### src/rtl/fir_pkg.sv
// Shared types and default sizing for the single-MAC FIR scheduler.
package fir_pkg;

  localparam int unsigned DW_DEF      = 8;
  localparam int unsigned CW_DEF      = 8;
  localparam int unsigned AW_DEF      = 4;
  localparam int unsigned MAC_LAT_DEF = 2;

  // MAC_LAT is limited to 1..7, so the drain counter never needs more than 3 bits.
  localparam int unsigned DRN_W = 3;

  typedef enum logic [2:0] {
    ST_IDLE  = 3'd0,
    ST_LOAD  = 3'd1,
    ST_MAC   = 3'd2,
    ST_DRAIN = 3'd3,
    ST_DONE  = 3'd4
  } state_e;

endpackage

### src/rtl/fir_mac_sched_if.sv
// Bus bundle between the FIR scheduler, the FIFO read side and the MAC datapath.
interface fir_mac_sched_if #(
  parameter int unsigned DW = 8,
  parameter int unsigned CW = 8,
  parameter int unsigned AW = 4
);

  logic          iEMPT;
  logic [DW-1:0] iRDAT;
  logic          oRINC;
  logic [AW-1:0] iTAPS;
  logic          iCFG_WE;
  logic [AW-1:0] iCFG_ADDR;
  logic [CW-1:0] iCFG_DAT;
  logic          oCOEF_WE;
  logic [AW-1:0] oCOEF_ADDR;
  logic [CW-1:0] oCOEF_DAT;
  logic          oSMP_WE;
  logic [AW-1:0] oSMP_ADDR;
  logic [DW-1:0] oSMP_DAT;
  logic          oACC_CLR;
  logic          oACC_EN;
  logic          oOUT_VLD;
  logic          iOUT_RDY;
  logic          oBUSY;
  logic          oCFG_ERR;

  // Scheduler side.
  modport master (
    input  iEMPT, iRDAT, iTAPS, iCFG_WE, iCFG_ADDR, iCFG_DAT, iOUT_RDY,
    output oRINC, oCOEF_WE, oCOEF_ADDR, oCOEF_DAT, oSMP_WE, oSMP_ADDR,
           oSMP_DAT, oACC_CLR, oACC_EN, oOUT_VLD, oBUSY, oCFG_ERR
  );

  // Environment side: FIFO, RAMs, accumulator and output consumer.
  modport slave (
    output iEMPT, iRDAT, iTAPS, iCFG_WE, iCFG_ADDR, iCFG_DAT, iOUT_RDY,
    input  oRINC, oCOEF_WE, oCOEF_ADDR, oCOEF_DAT, oSMP_WE, oSMP_ADDR,
           oSMP_DAT, oACC_CLR, oACC_EN, oOUT_VLD, oBUSY, oCFG_ERR
  );

endinterface

### src/rtl/fir_tap_cnt.sv
// Tap index counter for the MAC loop: clear, enable and a terminal flag at k == ntap.
module fir_tap_cnt
  import fir_pkg::*;
#(
  parameter int unsigned AW = AW_DEF
) (
  input  logic          clk,
  input  logic          rst_n,
  input  logic          clr_i,
  input  logic          en_i,
  input  logic [AW-1:0] ntap_i,
  output logic [AW-1:0] k_o,
  output logic          term_o
);

  logic [AW-1:0] k_q;
  logic [AW-1:0] k_d;

  always_comb begin
    k_d = k_q;
    if (clr_i) begin
      k_d = '0;
    end else if (en_i) begin
      k_d = k_q + AW'(1);
    end
  end

  always_ff @(posedge clk or negedge rst_n) begin
    if (!rst_n) begin
      k_q <= '0;
    end else begin
      k_q <= k_d;
    end
  end

  assign k_o    = k_q;
  assign term_o = (k_q == ntap_i);

endmodule

### src/rtl/fir_mac_sched.sv
// Sequencer for a shared single-MAC FIR: pops one FIFO sample per output, walks the taps,
// drains the MAC pipeline and flags the result. Option: FIR_MAC_SCHED_BACKPRESSURE_EN.
module fir_mac_sched
  import fir_pkg::*;
#(
  parameter int unsigned DW      = DW_DEF,
  parameter int unsigned CW      = CW_DEF,
  parameter int unsigned AW      = AW_DEF,
  parameter int unsigned MAC_LAT = MAC_LAT_DEF
) (
  input  logic            iCLK,
  input  logic            iRSTN,
  fir_mac_sched_if.master bus
);

  localparam int unsigned DRN_LAST = MAC_LAT - 1;

  state_e           state_q;
  state_e           state_d;
  logic [AW-1:0]    hp_q;
  logic [AW-1:0]    hp_d;
  logic [AW-1:0]    ntap_q;
  logic [AW-1:0]    ntap_d;
  logic [DRN_W-1:0] drn_q;
  logic [DRN_W-1:0] drn_d;

  logic          tap_clr_c;
  logic          tap_en_c;
  logic [AW-1:0] k;
  logic          tap_term;

  logic          rinc_c;
  logic          coef_we_c;
  logic [AW-1:0] coef_addr_c;
  logic [CW-1:0] coef_dat_c;
  logic          smp_we_c;
  logic [AW-1:0] smp_addr_c;
  logic [DW-1:0] smp_dat_c;
  logic          acc_clr_c;
  logic          acc_en_c;
  logic          out_vld_c;
  logic          done_exit_c;

  fir_tap_cnt #(
    .AW (AW)
  ) u_tap_cnt (
    .clk    (iCLK),
    .rst_n  (iRSTN),
    .clr_i  (tap_clr_c),
    .en_i   (tap_en_c),
    .ntap_i (ntap_q),
    .k_o    (k),
    .term_o (tap_term)
  );

`ifdef FIR_MAC_SCHED_BACKPRESSURE_EN
  assign done_exit_c = bus.iOUT_RDY;
`else
  logic unused_out_rdy;
  assign unused_out_rdy = bus.iOUT_RDY;
  assign done_exit_c    = 1'b1;
`endif

  // Next-state and strobe decode; outputs depend only on state plus the same-cycle inputs they forward.
  always_comb begin
    state_d     = state_q;
    hp_d        = hp_q;
    ntap_d      = ntap_q;
    drn_d       = drn_q;
    tap_clr_c   = 1'b0;
    tap_en_c    = 1'b0;
    rinc_c      = 1'b0;
    coef_we_c   = 1'b0;
    coef_addr_c = '0;
    coef_dat_c  = '0;
    smp_we_c    = 1'b0;
    smp_addr_c  = '0;
    smp_dat_c   = '0;
    acc_clr_c   = 1'b0;
    acc_en_c    = 1'b0;
    out_vld_c   = 1'b0;

    unique case (state_q)
      ST_IDLE: begin
        // A coefficient write wins over a fetch; the sample waits in the FIFO.
        if (bus.iCFG_WE) begin
          coef_we_c   = 1'b1;
          coef_addr_c = bus.iCFG_ADDR;
          coef_dat_c  = bus.iCFG_DAT;
        end else if (!bus.iEMPT) begin
          state_d = ST_LOAD;
        end
      end
      ST_LOAD: begin
        rinc_c     = 1'b1;
        smp_we_c   = 1'b1;
        smp_addr_c = hp_q;
        smp_dat_c  = bus.iRDAT;
        ntap_d     = bus.iTAPS;
        tap_clr_c  = 1'b1;
        state_d    = ST_MAC;
      end
      ST_MAC: begin
        acc_en_c    = 1'b1;
        acc_clr_c   = (k == '0);
        smp_addr_c  = hp_q - k;
        coef_addr_c = k;
        tap_en_c    = 1'b1;
        if (tap_term) begin
          drn_d   = '0;
          state_d = ST_DRAIN;
        end
      end
      ST_DRAIN: begin
        if (drn_q == DRN_W'(DRN_LAST)) begin
          state_d = ST_DONE;
        end else begin
          drn_d = drn_q + DRN_W'(1);
        end
      end
      ST_DONE: begin
        out_vld_c = 1'b1;
        if (done_exit_c) begin
          hp_d    = hp_q + AW'(1);
          state_d = ST_IDLE;
        end
      end
      default: begin
        state_d = ST_IDLE;
      end
    endcase
  end

  always_ff @(posedge iCLK or negedge iRSTN) begin
    if (!iRSTN) begin
      state_q <= ST_IDLE;
      hp_q    <= '0;
      ntap_q  <= '0;
      drn_q   <= '0;
    end else begin
      state_q <= state_d;
      hp_q    <= hp_d;
      ntap_q  <= ntap_d;
      drn_q   <= drn_d;
    end
  end

  assign bus.oRINC      = rinc_c;
  assign bus.oCOEF_WE   = coef_we_c;
  assign bus.oCOEF_ADDR = coef_addr_c;
  assign bus.oCOEF_DAT  = coef_dat_c;
  assign bus.oSMP_WE    = smp_we_c;
  assign bus.oSMP_ADDR  = smp_addr_c;
  assign bus.oSMP_DAT   = smp_dat_c;
  assign bus.oACC_CLR   = acc_clr_c;
  assign bus.oACC_EN    = acc_en_c;
  assign bus.oOUT_VLD   = out_vld_c;
  assign bus.oBUSY      = (state_q != ST_IDLE);
  assign bus.oCFG_ERR   = bus.iCFG_WE && (state_q != ST_IDLE);

endmodule

### src/flat_wrapper.sv
// flat-port wrapper written by rule: the top's interface ports become plain ports
module fir_mac_sched_flat import fir_pkg::*;
#(
  parameter int unsigned DW      = DW_DEF,
  parameter int unsigned CW      = CW_DEF,
  parameter int unsigned AW      = AW_DEF,
  parameter int unsigned MAC_LAT = MAC_LAT_DEF
)
  (iCLK, iRSTN, bus_iEMPT, bus_iRDAT, bus_iTAPS, bus_iCFG_WE, bus_iCFG_ADDR, bus_iCFG_DAT, bus_iOUT_RDY, bus_oRINC, bus_oCOEF_WE, bus_oCOEF_ADDR, bus_oCOEF_DAT, bus_oSMP_WE, bus_oSMP_ADDR, bus_oSMP_DAT, bus_oACC_CLR, bus_oACC_EN, bus_oOUT_VLD, bus_oBUSY, bus_oCFG_ERR);
  fir_mac_sched_if #(.DW(DW), .CW(CW), .AW(AW)) bus_i ();
  input  logic iCLK;
  input  logic iRSTN;
  input wire logic [$bits(bus_i.iEMPT)-1:0] bus_iEMPT;
  input wire logic [$bits(bus_i.iRDAT)-1:0] bus_iRDAT;
  input wire logic [$bits(bus_i.iTAPS)-1:0] bus_iTAPS;
  input wire logic [$bits(bus_i.iCFG_WE)-1:0] bus_iCFG_WE;
  input wire logic [$bits(bus_i.iCFG_ADDR)-1:0] bus_iCFG_ADDR;
  input wire logic [$bits(bus_i.iCFG_DAT)-1:0] bus_iCFG_DAT;
  input wire logic [$bits(bus_i.iOUT_RDY)-1:0] bus_iOUT_RDY;
  output wire logic [$bits(bus_i.oRINC)-1:0] bus_oRINC;
  output wire logic [$bits(bus_i.oCOEF_WE)-1:0] bus_oCOEF_WE;
  output wire logic [$bits(bus_i.oCOEF_ADDR)-1:0] bus_oCOEF_ADDR;
  output wire logic [$bits(bus_i.oCOEF_DAT)-1:0] bus_oCOEF_DAT;
  output wire logic [$bits(bus_i.oSMP_WE)-1:0] bus_oSMP_WE;
  output wire logic [$bits(bus_i.oSMP_ADDR)-1:0] bus_oSMP_ADDR;
  output wire logic [$bits(bus_i.oSMP_DAT)-1:0] bus_oSMP_DAT;
  output wire logic [$bits(bus_i.oACC_CLR)-1:0] bus_oACC_CLR;
  output wire logic [$bits(bus_i.oACC_EN)-1:0] bus_oACC_EN;
  output wire logic [$bits(bus_i.oOUT_VLD)-1:0] bus_oOUT_VLD;
  output wire logic [$bits(bus_i.oBUSY)-1:0] bus_oBUSY;
  output wire logic [$bits(bus_i.oCFG_ERR)-1:0] bus_oCFG_ERR;
  assign bus_i.iEMPT = bus_iEMPT;
  assign bus_i.iRDAT = bus_iRDAT;
  assign bus_i.iTAPS = bus_iTAPS;
  assign bus_i.iCFG_WE = bus_iCFG_WE;
  assign bus_i.iCFG_ADDR = bus_iCFG_ADDR;
  assign bus_i.iCFG_DAT = bus_iCFG_DAT;
  assign bus_i.iOUT_RDY = bus_iOUT_RDY;
  assign bus_oRINC = bus_i.oRINC;
  assign bus_oCOEF_WE = bus_i.oCOEF_WE;
  assign bus_oCOEF_ADDR = bus_i.oCOEF_ADDR;
  assign bus_oCOEF_DAT = bus_i.oCOEF_DAT;
  assign bus_oSMP_WE = bus_i.oSMP_WE;
  assign bus_oSMP_ADDR = bus_i.oSMP_ADDR;
  assign bus_oSMP_DAT = bus_i.oSMP_DAT;
  assign bus_oACC_CLR = bus_i.oACC_CLR;
  assign bus_oACC_EN = bus_i.oACC_EN;
  assign bus_oOUT_VLD = bus_i.oOUT_VLD;
  assign bus_oBUSY = bus_i.oBUSY;
  assign bus_oCFG_ERR = bus_i.oCFG_ERR;
  fir_mac_sched #(.DW(DW), .CW(CW), .AW(AW), .MAC_LAT(MAC_LAT)) u_core (.iCLK(iCLK), .iRSTN(iRSTN), .bus(bus_i));
endmodule
### config.mk
export PLATFORM = sky130hd
export DESIGN_NAME = fir_mac_sched_flat
export DESIGN_NICKNAME = d
export VERILOG_FILES = /design/src/rtl/fir_pkg.sv /design/src/rtl/fir_mac_sched_if.sv /design/src/rtl/fir_tap_cnt.sv /design/src/rtl/fir_mac_sched.sv /design/src/flat_wrapper.sv
export SDC_FILE = /design/constraint.sdc
export NUM_CORES = 1
export LEC_CHECK = 0
export ABC_AREA = 0
export ABC_CLOCK_PERIOD_IN_PS = 1500
export BUFFER_PORTS_ARGS = -buffer_cell sky130_fd_sc_hd__clkbuf_2
export CORE_ASPECT_RATIO = 2
export CORE_MARGIN = 2
export CORE_UTILIZATION = 41
export DETAILED_ROUTE_END_ITERATION = 7
export GPL_ROUTABILITY_DRIVEN = 1
export PLACE_DENSITY = 0.78
export SLEW_MARGIN = 20
export SYNTH_ARGS = -nofsm -noshare
export SYNTH_HDL_FRONTEND = slang
export SYNTH_SLANG_ARGS = --single-unit
export TNS_END_PERCENT = 50
### constraint.sdc
create_clock -name iCLK -period 1.5 [get_ports iCLK]
set_input_delay 0 -clock iCLK [delete_from_list [all_inputs] [get_ports iCLK]]
set_output_delay 0 -clock iCLK [all_outputs]
set_load 0.01 [all_outputs]
==> flow_metrics.tcl, run 1 <==
set metrics [dict create \
    cts_num_sinks 18 \
    grt_max_degree 22 \
    yosys.area_share.simple 0.2699 \
    critPathBufInv 2 \
    slowest_delay_ns 0.39 \
    synth.top_cell.area_share 0.3586 \
    grt_pass1_wl_um 5237 \
    synth-adder-area-share 0.09562 \
    synthFlopType "dfrtp_1" \
    n_antenna_cell 0 \
    synth-edff-count 0 \
    max_slew_margin 0.6855 \
    area_growth_pct 56.27 \
    core-area_um2 2943 \
    power.density_nw_per_um2 1814 \
    hold_viol_final 0 \
    place_ws_ns -0.1591 \
    final-max-slew-violation-count 0 \
    synth_fp_nets 163 \
    first_iter_violations 19 \
    netlist_top_cells_area "dfrtp_1 (36%), ha_1 (8.0%), and2_1 (5.0%)" \
    cts_made_buffers 3 \
    worstPathMaxFanout 3 \
    fin_ws_ns -0.4235 \
    syn_area_um2 1256 \
    yosysTopAreaCell "dfrtp_1" \
    async_flop_share 1.000 \
    cts_tree "yes" \
    cts-root-buf "clkbuf_8" \
    synth_compound_area_frac 0.1135 \
    synth-xor-area-share 0.05578 \
    dp.cells 225 \
    synth_warnings 0 \
    antenna_found_initial 0 \
    route.detailed.drc 0 \
    clk_latency_ns 0.25 \
    crit_type "reg2out" \
    syn_inst 125 \
    hold_path.class "in2reg" \
    numPortBuffers 59 \
    final_cell_mix "clkbuf_2 (48), buf_4 (18), dfrtp_1 (15)" \
    wl_per_cell_um 14.19 \
    period_needed_ns 1.923 \
    grt_overflow 0 \
    startpoint_type "flop" \
    rsz0062_at_grt "true" \
    crit_path_top_delay_cell "dfrtp_1" \
    setup_violations 4 \
    start_util 0.4269 \
    grtUsageTotal 0.1961 \
    min_period_over_period 1.282 \
    hpwl_um 2555 \
    synth.distinct_cells 38 \
    num_vias 1257 \
    die_area_um2 3550 \
    status "finished, violations left" \
    cap_violations 0 \
    seq_area_frac_synth 0.3586 \
    grt_pass1_vias 1218 \
    multi_input_area_um2 812.0 \
    final_layout_size_suffix_gt1_frac 0.5667 \
    drtAntennaViolNets 0 \
    nNetsFinal 250 \
    synth.area.mux_share 0.05279 \
    final_common_cell "clkbuf_2" \
    via_per_inst 5.238 \
    seq_area_um2 454.2 \
    dr.pass1.iters 4 \
    synth_area_per_cell_um2 10.05 \
    synth_seq_cells 18 \
    wirelength_um 3406 \
    pin_count 61 \
    worstPathArrival_ns 1.92 \
    fin_tns_setup_ns -0.9144 \
    clk_pin_slew_ns 0.07 \
    final_core_util 0.6671 \
    cp.required_ns 1.50 \
    max_freq_mhz 519.9 \
    finalClockSkew_ns 0.006045 \
    worst_slew_pin_slew_ns 0.4717 \
    cts_max_level 1 \
    dieWidth_um 43.14 \
    violations "setup timing" \
    final_cells 240 \
    n_fill_cell 232 \
    rows 28 \
    p_leak_nw 1.043 \
    worst_setup_path_end_kind "output port" \
    crit_chain "inv_2, ha_4, a21o_2, or3_4, a31o_1, a21o_1, clkbuf_2" \
    die_h_um 82.28 \
    critical-path-top-delay-family "compound AO/OA/AOI/OAI gates" \
    synth_top_family_by_area "simple AND/OR/NAND/NOR gates" \
    ir_drop_mv 1.056 \
    clockBufferDepth 2 \
    gp_congestion 0.8431 \
]
[registers in the layout, summed over array words and instances, names as in the netlist]
name,cells
u_core.hp_q,4
u_core.ntap_q,4
u_core.u_tap_cnt.k_o,4
u_core.drn_q,3
u_core.state_q,3
[metrics by stage]
step	cell area, um2	hold slack (ns)	power, mW
finish	1963	0.1286	3.561
global route	1963	0.1555	3.838
CTS	1842	0.1374	3.323
detailed placement	1713	-0.03292	2.895
global placement	1713	-0.03968	2.806
floorplan	1279	-0.2956	2.100
[metal layers]
metal | share of wire | vias to the layer above | global-route usage
met4 | 0.023 | 0 | 0.06667
met1 | 0.34 | 580 | 0.1989
li1 | - | 608 | -
met2 | 0.57 | 63 | 0.3940
met5 | 0 | - | 0
met3 | 0.065 | 6 | 0.02174
[cell usage after synthesis (all sizes together) (3+ instances only)]
master,n
a22o,3
buf,3
and3,8
xnor2,6
nand2b,4
o21ai,8
nand2,11
ha,8
mux2,5
and2,10
nor2,4
inv,9
dfrtp,18
[power by group]
group	total, mW	switching, mW	internal [mW]
Clock	0.329	0.151	0.178
Sequential	0.862	0.193	0.669
Combinational	2.37	1.14	1.23
Total	3.56	1.48	2.08
[layout make-up]
class                           count  area share
Clock buffer                        3     0.02103
Sequential cell                    18      0.2314
Inverter                            9     0.01976
Multi-Input combinational cell     93      0.4136
Timing Repair Buffer               87      0.2951
Tap cell                           30     0.01912
[cell families (layout without fill, tap and decap cells)]
logic type / count (synthesis) / after routing
AND/OR/NAND/NOR: 49 / 49
flip-flops: 18 / 18
AO/OA/AOI/OAI: 21 / 21
adder cells (fa/ha/maj): 9 / 9
buffers and inverters: 14 / 99
XOR/XNOR: 8 / 8
multiplexers: 6 / 6
[timing repair]
| item | in CTS | in global routing |
|---|---|---|
| hold buffers | 5 | 0 |
| endpoints found under the setup margin | 9 | 17 |
| hold endpoints to repair | 22 | 0 |
| setup buffers | 2 | 3 |
| gates cloned | 0 | 2 |
| pin swaps | 3 | 7 |
| gates resized for setup | 10 | 27 |
[final timing paths]
| kind | start | end | slack (ns) | cells after the start |
|---|---|---|---|---|
| hold / removal | bus_iEMPT | u_core.state_q[0]$_DFFE_PN0P_ | 0.13 | 3 |
| hold reg to reg | u_core.hp_q[3]$_DFFE_PN0P_ | u_core.hp_q[3]$_DFFE_PN0P_ | 0.54 | 1 |
| max in group asynchronous | iRSTN | u_core.state_q[2]$_DFFE_PN0P_ | 0.92 | 2 |
| min in group asynchronous | iRSTN | u_core.u_tap_cnt.k_o[3]$_DFFE_PN0P_ | 0.23 | 2 |
| setup reg to reg | u_core.state_q[1]$_DFFE_PN0P_ | u_core.ntap_q[2]$_DFFE_PN0N_ | 0.01 | 4 |
| setup / recovery | u_core.u_tap_cnt.k_o[2]$_DFFE_PN0P_ | bus_oSMP_ADDR[3] | -0.42 | 7 |
[worst reg2reg max path: cells and delay by family (launching register included)]
kind                   cells  cell delay [ns]
buffers and inverters      2             0.31
DFF                        1             0.47
muxes                      1             0.34
and+or+nand+nor            1             0.25
Power figures use the tool's default switching activity.
==> run 2: changes to the inputs <==
--- a/config.mk
+++ b/config.mk
@@ -7,13 +7,12 @@
 export LEC_CHECK = 0
 export ABC_AREA = 0
 export ABC_CLOCK_PERIOD_IN_PS = 1500
-export BUFFER_PORTS_ARGS = -buffer_cell sky130_fd_sc_hd__clkbuf_2
-export CORE_ASPECT_RATIO = 2
 export CORE_MARGIN = 2
-export CORE_UTILIZATION = 41
+export CORE_UTILIZATION = 55
 export DETAILED_ROUTE_END_ITERATION = 7
+export DONT_BUFFER_PORTS = 1
 export GPL_ROUTABILITY_DRIVEN = 1
-export PLACE_DENSITY = 0.78
+export PLACE_DENSITY = 0.76
 export SLEW_MARGIN = 20
 export SYNTH_ARGS = -nofsm -noshare
 export SYNTH_HDL_FRONTEND = slang
==> run 2 against run 1 <==
Net effect: the flow still finishes with violations (setup timing); largest power group unchanged; highest routed layer unchanged; via count shrank 6.7%; hold slack lost 0.031 ns; fmax shrank 1.9%; die area shrank 24%; largest cell class unchanged; critical path type unchanged; final cell count shrank 21%; total power grew 6.9%; cell area shrank 6.4%; setup slack lost 0.038 ns.
==> flow_metrics.tcl, run 2 (synthesis results as in run 1) <==
set metrics [dict create \
    power.density_nw_per_um2 2073 \
    cp.required_ns 1.50 \
    crit_path_top_delay_cell "dfrtp_1" \
    grt_overflow 0 \
    hold_ws_ns 0.09761 \
    place_ws_ns -0.07960 \
    n_antenna_cell 0 \
    cts_num_sinks 18 \
    period_needed_ns 1.961 \
    critical-path-top-delay-family "compound AO/OA/AOI/OAI gates" \
    grt_max_degree 19 \
    final_layout_size_suffix_gt1_frac 0.5590 \
    area_growth_pct 46.21 \
    start_util 0.5734 \
    p_leak_nw 0.8466 \
    cts_tree "yes" \
    violations "setup timing" \
    clk_pin_slew_ns 0.10 \
    core-area_um2 2191 \
    worstPathMaxFanout 3 \
    critPathBufInv 0 \
    final_cell_mix "buf_4 (21), dfrtp_1 (15), and2_4 (10)" \
    num_vias 1173 \
    max_freq_mhz 509.8 \
    hpwl_um 2178 \
    grt_pass1_vias 1040 \
    status "finished, violations left" \
    crit_chain "ha_4, a21o_2, or3_4, a31o_1, a21o_1" \
    via_per_inst 6.206 \
    rsz0062_at_grt "true" \
    max_slew_margin 0.4222 \
    route.detailed.drc 0 \
    crit_type "reg2out" \
    cts_max_level 1 \
    cap_violations 0 \
    final_common_cell "buf_4" \
    fin_ws_ns -0.4614 \
    slowest_delay_ns 0.44 \
    hold_path.class "in2out" \
    nNetsFinal 201 \
    worst_slew_pin_slew_ns 0.8639 \
    die_area_um2 2682 \
    drtAntennaViolNets 0 \
    cts_made_buffers 3 \
    die_h_um 51.79 \
    setup_violations 25 \
    ir_drop_mv 1.290 \
    min_period_over_period 1.308 \
    gp_congestion 0.7858 \
    total_power_mw 3.807 \
    clockBufferDepth 2 \
    numPortBuffers 0 \
    wl_per_cell_um 22.88 \
    clk_latency_ns 0.31 \
    dieWidth_um 51.79 \
    wirelength_um 4324 \
    grt_pass1_wl_um 4899 \
    worstPathArrival_ns 1.96 \
    first_iter_violations 41 \
    rows 17 \
    hold_viol_final 0 \
    finalClockSkew_ns 0.002258 \
    startpoint_type "flop" \
    dr.pass1.iters 4 \
    final-max-slew-violation-count 0 \
    grtUsageTotal 0.2569 \
    worst_setup_path_end_kind "output port" \
    antenna_found_initial 0 \
    pin_count 61 \
    cts-root-buf "clkbuf_4" \
]
## run 2: area by class of cell
class                      instances  area, um2
timing repair buffer              38      352.8
fill                             109      354.1
inverter                           9      38.79
clock buffer                       3      22.52
sequential                        18      454.2
tap                               28      35.03
multi-input combinational         93      933.4
## run 2: worst paths after layout
kind | from | slack, ns | end | cells after the start
max in group asynchronous | iRSTN | 0.68 | u_core.state_q[2]$_DFFE_PN0P_ | 1
worst max register to register | u_core.state_q[2]$_DFFE_PN0P_ | -0.01 | u_core.ntap_q[3]$_DFFE_PN0N_ | 4
worst max-delay path | u_core.hp_q[2]$_DFFE_PN0P_ | -0.46 | bus_oSMP_ADDR[3] | 5
worst min register to register | u_core.ntap_q[1]$_DFFE_PN0N_ | 0.54 | u_core.ntap_q[1]$_DFFE_PN0N_ | 1
worst min-delay path | bus_iCFG_ADDR[0] | 0.1 | bus_oCOEF_ADDR[0] | 2
min in group asynchronous | iRSTN | 0.24 | u_core.hp_q[3]$_DFFE_PN0P_ | 1
## run 2: what timing repair did
action | CTS | global route
endpoints found under the hold margin | 23 | 0
hold buffers | 7 | 0
resized for setup | 26 | 37
cloned | 1 | 0
pin swaps | 6 | 22
setup endpoints to repair | 10 | 35
buffers inserted | 7 | 6
## run 2: layer usage
metal	global-route usage	wire length [um]	vias to the layer above
met1	0.3166	1537	582
met3	0.04885	262	17
met5	0	0	-
met2	0.4402	2321	69
met4	0.1053	203	0
li1	-	-	505
## run 2: report_power, final
part           internal [mW]  switching (mW)
Combinational           1.33            1.35
Clock                 0.0941           0.159
Sequential             0.667           0.210
## run 2: through the flow
stage	TNS (ns)	utilization	instance area, um2	instances
floorplan	-0.08813	-	1279	125
global placement	-0.04740	0.6562	1438	167
global route	-3.033	0.8384	1837	189
finish	-1.639	0.8384	1837	189
CTS	-0.8997	0.7687	1684	185
detailed placement	-0.07960	0.6562	1438	167
